File: src/rtl/pc_pkg.sv
// Shared types and default constants for the fetch PC controller.
// The optional PC_ALIGN_CHECK_EN build uses align_mask() to find misaligned targets.
package pc_pkg;

  typedef enum logic [1:0] {
    BOOT = 2'd0,
    RUN  = 2'd1,
    HALT = 2'd2
  } pc_state_e;

  typedef enum logic [1:0] {
    SEL_TRAP  = 2'd0,
    SEL_REDIR = 2'd1,
    SEL_HOLD  = 2'd2,
    SEL_SEQ   = 2'd3
  } pc_sel_e;

  localparam int unsigned XLEN_DEF         = 32;
  localparam logic [31:0] RESET_VECTOR_DEF = 32'h0000_0000;
  localparam logic [31:0] TRAP_VECTOR_DEF  = 32'h0000_0100;
  localparam int unsigned INC_DEF          = 4;

  // Low PC bits that must be zero for a fetch of the given increment.
  function automatic logic [1:0] align_mask(input int unsigned inc);
    return (inc == 4) ? 2'b11 : 2'b01;
  endfunction

endpackage

File: src/rtl/pc_next_sel.sv
// Combinational next-PC priority mux: trap, redirect, stall hold, sequential.
// With PC_ALIGN_CHECK_EN a misaligned redirect target is replaced by the trap vector.
module pc_next_sel
  import pc_pkg::*;
#(
  parameter int unsigned     XLEN        = XLEN_DEF,
  parameter logic [XLEN-1:0] TRAP_VECTOR = XLEN'(TRAP_VECTOR_DEF),
  parameter int unsigned     INC         = INC_DEF
) (
  input  logic            active_i,
  input  logic            trap_valid_i,
  input  logic            redirect_valid_i,
  input  logic [XLEN-1:0] redirect_target_i,
  input  logic            stall_i,
  input  logic            fire_i,
  input  logic [XLEN-1:0] pc_i,
  input  logic [XLEN-1:0] pc_seq_i,
  output pc_sel_e         sel_o,
  output logic [XLEN-1:0] pc_next_o
);

  always_comb begin
    sel_o = SEL_HOLD;
    if (active_i) begin
      if (trap_valid_i) begin
        sel_o = SEL_TRAP;
      end else if (redirect_valid_i) begin
`ifdef PC_ALIGN_CHECK_EN
        if (|(redirect_target_i[1:0] & align_mask(INC))) begin
          sel_o = SEL_TRAP;
        end else begin
          sel_o = SEL_REDIR;
        end
`else
        sel_o = SEL_REDIR;
`endif
      end else if (stall_i) begin
        sel_o = SEL_HOLD;
      end else if (fire_i) begin
        sel_o = SEL_SEQ;
      end
    end
  end

  always_comb begin
    pc_next_o = pc_i;
    unique case (sel_o)
      SEL_TRAP:  pc_next_o = TRAP_VECTOR;
      SEL_REDIR: pc_next_o = redirect_target_i;
      SEL_SEQ:   pc_next_o = pc_seq_i;
      SEL_HOLD:  pc_next_o = pc_i;
      default:   pc_next_o = pc_i;
    endcase
  end

endmodule

File: src/rtl/pc_fetch_ctrl.sv
// Front-end fetch PC register, imem valid/ready request and boot/halt FSM.
// Define PC_ALIGN_CHECK_EN to trap misaligned redirect targets and pulse misaligned.
module pc_fetch_ctrl
  import pc_pkg::*;
#(
  parameter int unsigned     XLEN         = XLEN_DEF,
  parameter logic [XLEN-1:0] RESET_VECTOR = XLEN'(RESET_VECTOR_DEF),
  parameter logic [XLEN-1:0] TRAP_VECTOR  = XLEN'(TRAP_VECTOR_DEF),
  parameter int unsigned     INC          = INC_DEF
) (
  input  logic            clk,
  input  logic            res,
  input  logic            stall,
  input  logic            redirect_valid,
  input  logic [XLEN-1:0] redirect_target,
  input  logic            trap_valid,
  input  logic            halt_req,
  input  logic            resume,
  input  logic            fetch_ready,
  output logic            fetch_valid,
  output logic [XLEN-1:0] pc_out,
  output logic [XLEN-1:0] pc_seq,
  output logic            halted,
  output logic            misaligned
);

  pc_state_e       state_q, state_d;
  logic [XLEN-1:0] pc_q, pc_d;
  pc_sel_e         sel;

  assign pc_out = pc_q;
  assign pc_seq = pc_q + XLEN'(INC);

  always_ff @(posedge clk or posedge res) begin
    if (res) begin
      state_q <= BOOT;
      pc_q    <= RESET_VECTOR;
    end else begin
      state_q <= state_d;
      pc_q    <= pc_d;
    end
  end

  always_comb begin
    state_d = state_q;
    unique case (state_q)
      BOOT:    state_d = halt_req ? HALT : RUN;
      RUN:     if (halt_req) state_d = HALT;
      HALT:    if (resume && !halt_req) state_d = RUN;
      default: state_d = BOOT;
    endcase
  end

  always_comb begin
    fetch_valid = (state_q == RUN) && !stall;
    halted      = (state_q == HALT);
  end

  pc_next_sel #(
    .XLEN        (XLEN),
    .TRAP_VECTOR (TRAP_VECTOR),
    .INC         (INC)
  ) u_next_sel (
    .active_i          (state_q != BOOT),
    .trap_valid_i      (trap_valid),
    .redirect_valid_i  (redirect_valid),
    .redirect_target_i (redirect_target),
    .stall_i           (stall),
    .fire_i            (fetch_valid && fetch_ready),
    .pc_i              (pc_q),
    .pc_seq_i          (pc_seq),
    .sel_o             (sel),
    .pc_next_o         (pc_d)
  );

`ifdef PC_ALIGN_CHECK_EN
  logic misaligned_q, misaligned_d;

  // A trap select without trap_valid can only come from a misaligned redirect.
  always_comb begin
    misaligned_d = (sel == SEL_TRAP) && !trap_valid;
  end

  always_ff @(posedge clk or posedge res) begin
    if (res) begin
      misaligned_q <= 1'b0;
    end else begin
      misaligned_q <= misaligned_d;
    end
  end

  assign misaligned = misaligned_q;
`else
  logic unused_sel;
  assign unused_sel = ^sel;
  assign misaligned = 1'b0;
`endif

endmodule

File: config.mk
export PLATFORM = sky130hd
export DESIGN_NAME = pc_fetch_ctrl
export DESIGN_NICKNAME = d
export VERILOG_FILES = /design/src/rtl/pc_pkg.sv /design/src/rtl/pc_next_sel.sv /design/src/rtl/pc_fetch_ctrl.sv
export SDC_FILE = /design/constraint.sdc
export NUM_CORES = 1
export LEC_CHECK = 0
export ABC_AREA = 1
export BUFFER_PORTS_ARGS = -buffer_cell sky130_fd_sc_hd__buf_4
export CAP_MARGIN = 20
export CORE_UTILIZATION = 43
export CTS_BUF_LIST = sky130_fd_sc_hd__clkbuf_8
export DETAILED_ROUTE_END_ITERATION = 8
export PLACE_DENSITY = 0.72
export SLEW_MARGIN = 10
export SYNTH_ARGS = -nofsm -noshare
export SYNTH_HDL_FRONTEND = slang
export SYNTH_SLANG_ARGS = --single-unit
File: constraint.sdc
create_clock -name clk -period 3.2 [get_ports clk]
set_clock_uncertainty 0.15 [all_clocks]
set_input_delay 0.32 -clock clk [delete_from_list [all_inputs] [get_ports clk]]
set_output_delay 0.32 -clock clk [all_outputs]
set_load 0.02 [all_outputs]
Word-level counts from Yosys, hierarchy flattened:

Cells that the tools add are included.

* add/subtract/negate cells: 1
* shift operators: 0
* magnitude comparators: 0
* multiply operators: 0
* divide/modulo/power cells: 0
* bitwise logic cells: 0
* muxes and demuxes: 10
* reductions and logical operators: 9
* equality and inequality tests: 7

Operators with widths (number)
* 32-bit one-hot mux with 3 select lines: 1
* 32-bit by 3-bit adder with 32-bit output (second input constant): 1
* 2-bit two-way mux: 7
* 2-bit == test (second input constant): 3
* 2-bit one-hot mux with 3 select lines: 1
* 2-bit by 1-bit == test with 1-bit output (second input constant): 2
* 2-bit zero test: 2
* 1-bit logical AND: 3
* 1-bit zero test: 2
* 2-bit by 1-bit inequality test with 1-bit output (second input constant): 1
* 2-bit inequality test (second input constant): 1
* 2-bit AND reduction: 1
* 2-bit nonzero test: 1
* 1-bit two-way mux: 1

* output and inout port bits: 67
* RAM bits: 0
* ROM bits: 0
* register bits after elaboration: 34
* logic and storage cells: 29
* bits in latches: 0
* memories kept: 0

Longest topological paths before layout:

* depth in word-level cells: 10
* mapped depth: 10

Cells and area by module:

A second synthesis with hierarchy kept.

* cells, all modules: 383
* area total of the unflattened synthesis: 2590.0 sq um

By module, submodules not included
* pc_fetch_ctrl: instances 1, area an instance 1829.3 sq um, seq. area each 850.8 sq um, cells each 224
* pc_next_sel: instances 1, area an instance 760.7 sq um, seq. area each 0.0 sq um, cells each 159

Least setup slack after synthesis:

Ideal clock, no wire load.

* path kind: register -> output
* start point: register pc_q[2] (netlist: pc_out[2])
* end point: output port pc_seq[12]
* path buffers: 0
* slack: 1.067 ns
* cell stages (with the launch flop): 6
* arrival time: 1.663 ns
* path through: dfrtp_1 > ha_1 > nand3_2 > nor2_4 > nand2_1 > xnor2_1

* longest elaborated chain between the ends: 1

Ends and longest elaborated chain
* start: declaration: line pc_fetch_ctrl.sv:28 `logic [XLEN-1:0] pc_q, pc_d;`
* start signal: assignment: line pc_fetch_ctrl.sv:40 `pc_q <= pc_d;`
* 32-bit by 3-bit adder with 32-bit output: line pc_fetch_ctrl.sv:32 `assign pc_seq = pc_q + XLEN'(INC);`
* end: declaration: line pc_fetch_ctrl.sv:22 `output logic [XLEN-1:0] pc_seq,`

Every way passes these cells.

Final worst setup path:

* start point: register pc_q[2] (netlist: pc_out[2])
* end point: output port pc_seq[26]

Same word-level chain as after synthesis.

==> qor.txt <==
total power -> 1.69 mW
cell count after synthesis -> 445
WHS -> 0.0245 ns
hold path cells -> 2
grt total ovfl -> 0
pre-CTS setup slack -> 0.948 ns
DIE HEIGHT -> 82.2 um
Switching Share -> 40.8%
worst slew pin tran -> 0.744 ns
Cell Count, Final, Fillers Out -> 623
Num CTS Buffers -> 5
Compound-Gate Fraction of Synth Area -> 2.22%
#FFs+latches synth -> 34
register area share after synthesis -> 30.7%
RePlAce Congestion -> 0.916
Critical R2R Capture -> pc_out[6]
post-CTS sizing -> 0
layout cells sized above 1 -> 25.2%
Post-layout nets -> 588
Final min period -> 2.59 ns
post-synthesis xor/xnor area fraction -> 3.71%
Core Area -> 6060 um^2
DR DRC count -> 0
end of the critical path -> pc_seq[26]
leakage power -> 1.96 nW
Yosys cell types -> 28
largest net degree at the start of global routing -> 35
Final WS setup -> 0.605 ns
internal power -> 1.00 mW
PwrDens -> 458 nW/um^2
routed wire length per instance -> 13.8 um
largest family of logic cells by synthesized area -> simple AND/OR/NAND/NOR gates
HPWL Detailed -> 6.50 mm
Fin. Hold Viols -> 0
max_slew headroom -> 50.4%
Die X -> 82.2 um
number of synthesis warnings -> 0
Area Growth Syn to Fin -> 33.5%
vias in the first global route -> 3,084
worst path required time -> 2.73 ns
CP arrival -> 2.12 ns
Area contributors post-synth -> dfrtp_1, nand2_1, nand3_1, inv_1, nor2_1
DR iter-0 viols -> 194
P_sw -> 0.690 mW
most common cell after layout, fill and taps aside -> nand2_1
status -> finished, final reports clean
Total Routed Length -> 8.60 mm
crit end category -> output pin
GR Util All Layers -> 27.5%
Util after Layout -> 61.0%
clk slew on worst S/H paths -> 0.08 ns
Std-Cell Rows -> 28
Post-Synthesis Cell Area -> 2770 um^2
RSZ-0062 raised after global routing -> no
Hold Crit Class -> in -> reg
clock root cell -> clkbuf_8
Yosys top cell by area -> dfrtp_1
clock network power share -> 24.0%
Antenna Cells -> 0
global-route wire length before repair -> 14.2 mm
crit path from -> pc_out[2]
Avg Cell Area, Syn -> 6.22 um^2
final setup fails -> 0
top-area cell type share of the netlist area -> 30.7%
Max Slew Vio Count -> 0
r2r setup slk -> 1.15 ns
FF-to-FF path depth -> 8
I/O pins -> 107
most frequent cells in the layout -> nand2_1, buf_4, nand3_1
Max Freq -> 385 MHz
# fillers -> 591
Critical R2R Launch -> state_q[0]
kind of critical path -> reg -> out
setup_tns -> 0 ns
Sequential Power Share -> 35.3%
Crit Path Max Fanout -> 9
Initial Util -> 45.7%
Syn Nets -> 486
I/O Buffers -> 105
CTS Hold Bufs -> 1
antenna-violating nets left -> 0
Max VDD drop -> 0.000292 V
worst skew pair latency -> 0.30 ns
DP Area -> 3580 um^2
CTS tree -> done
H-tree depth -> 2
Max clock buf depth -> 2
die area -> 6760 um^2
DR vias -> 3,236
post-route cell area -> 3700 um^2
MaxCap Viol Count -> 0
mux cell area share after synthesis -> 0%
combinational power share -> 40.8%
drt pass-1 iters -> 4
initial antenna violation count -> 0
Placed Cells incl. Taps -> 614
drt via density -> 5.19
Critical Path Source Type -> flop
post-CTS setup repair buffer count -> 0
Post-Synth Simple-Gate Area -> 51.0%
Post-Synth Adder-Cell Area -> 0.452%
final period utilization -> 81.1%
Sink Count -> 34
## layout make-up
cell class / count / area (um^2) / share of cell area [%]
Multi-Input combinational cell: 337 / 1590 / 43.1
Sequential cell: 34 / 851 / 23.0
Timing Repair Buffer: 110 / 828 / 22.4
Inverter: 59 / 221 / 5.99
Tap cell: 75 / 93.8 / 2.54
Clock buffer: 5 / 68.8 / 1.86
Clock inverter: 3 / 40.0 / 1.08
## Yosys cell counts
master / count
clkbuf_4: 1
xor2_1: 4
nor3_1: 1
dfrtp_1: 34
nand2_1: 160
xnor2_2: 2
inv_1: 57
xnor2_1: 4
inv_2: 2
nor2_2: 6
ha_1: 1
nand4_1: 19
buf_2: 4
o21ai_2: 1
and2_1: 8
o21bai_1: 5
nor2_4: 3
buf_4: 6
clkbuf_1: 2
a21oi_1: 1
nand3_1: 73
buf_6: 2
nand2_2: 5
nor2_1: 38
conb_1: 1
nand3_2: 2
nand3b_1: 1
o21ai_0: 2
## kinds of logic after synthesis
| family | after synthesis |
|---|---|
| AOI/OAI and AO/OA | 9 |
| xor gates and xnor gates | 10 |
| adders and majority gates | 1 |
| DFF | 34 |
| buffers and inverters | 74 |
| other | 1 |
| and+or+nand+nor | 316 |
## power groups by stage
stage	registers [mW]	clock network (mW)	logic [mW]
finish	0.597	0.405	0.689
CTS	0.594	0.413	0.694
detailed placement	0.602	0	0.690
floorplan	0.647	0	0.348
global route	0.606	0.424	0.751
global placement	0.600	0	0.682
## layer usage
layer  wire length [um]  track usage [%]  up-vias
met4                197             8.77        0
met5                  0                0        -
li1                   -                -     1606
met2               4180             47.5      123
met1               3720             35.2     1487
met3                509             3.96       20
## sequential cells by signal (all words and copies together) (netlist names)
name	count
state_q	2
pc_out	32
## worst max-delay path, stage by stage, from the launching register on
cell and delay [ns]:
dfrtp_1 0.53, ha_1 0.31, nand3_2 0.16, inv_1 0.17, nand2_2 0.11, inv_1 0.12, nand3_1 0.10, and2_1 0.17
buf_4 0.15
## worst min-delay path by stage
stage	start	end
final	halt_req	state_q[0]
after global routing	halt_req	state_q[0]
after CTS	halt_req	state_q[0]
after detailed placement	res	pc_out[0]
after global placement	res	pc_out[0]
after floorplan	halt_req	state_q[0]
Power figures use the tool's default switching activity.
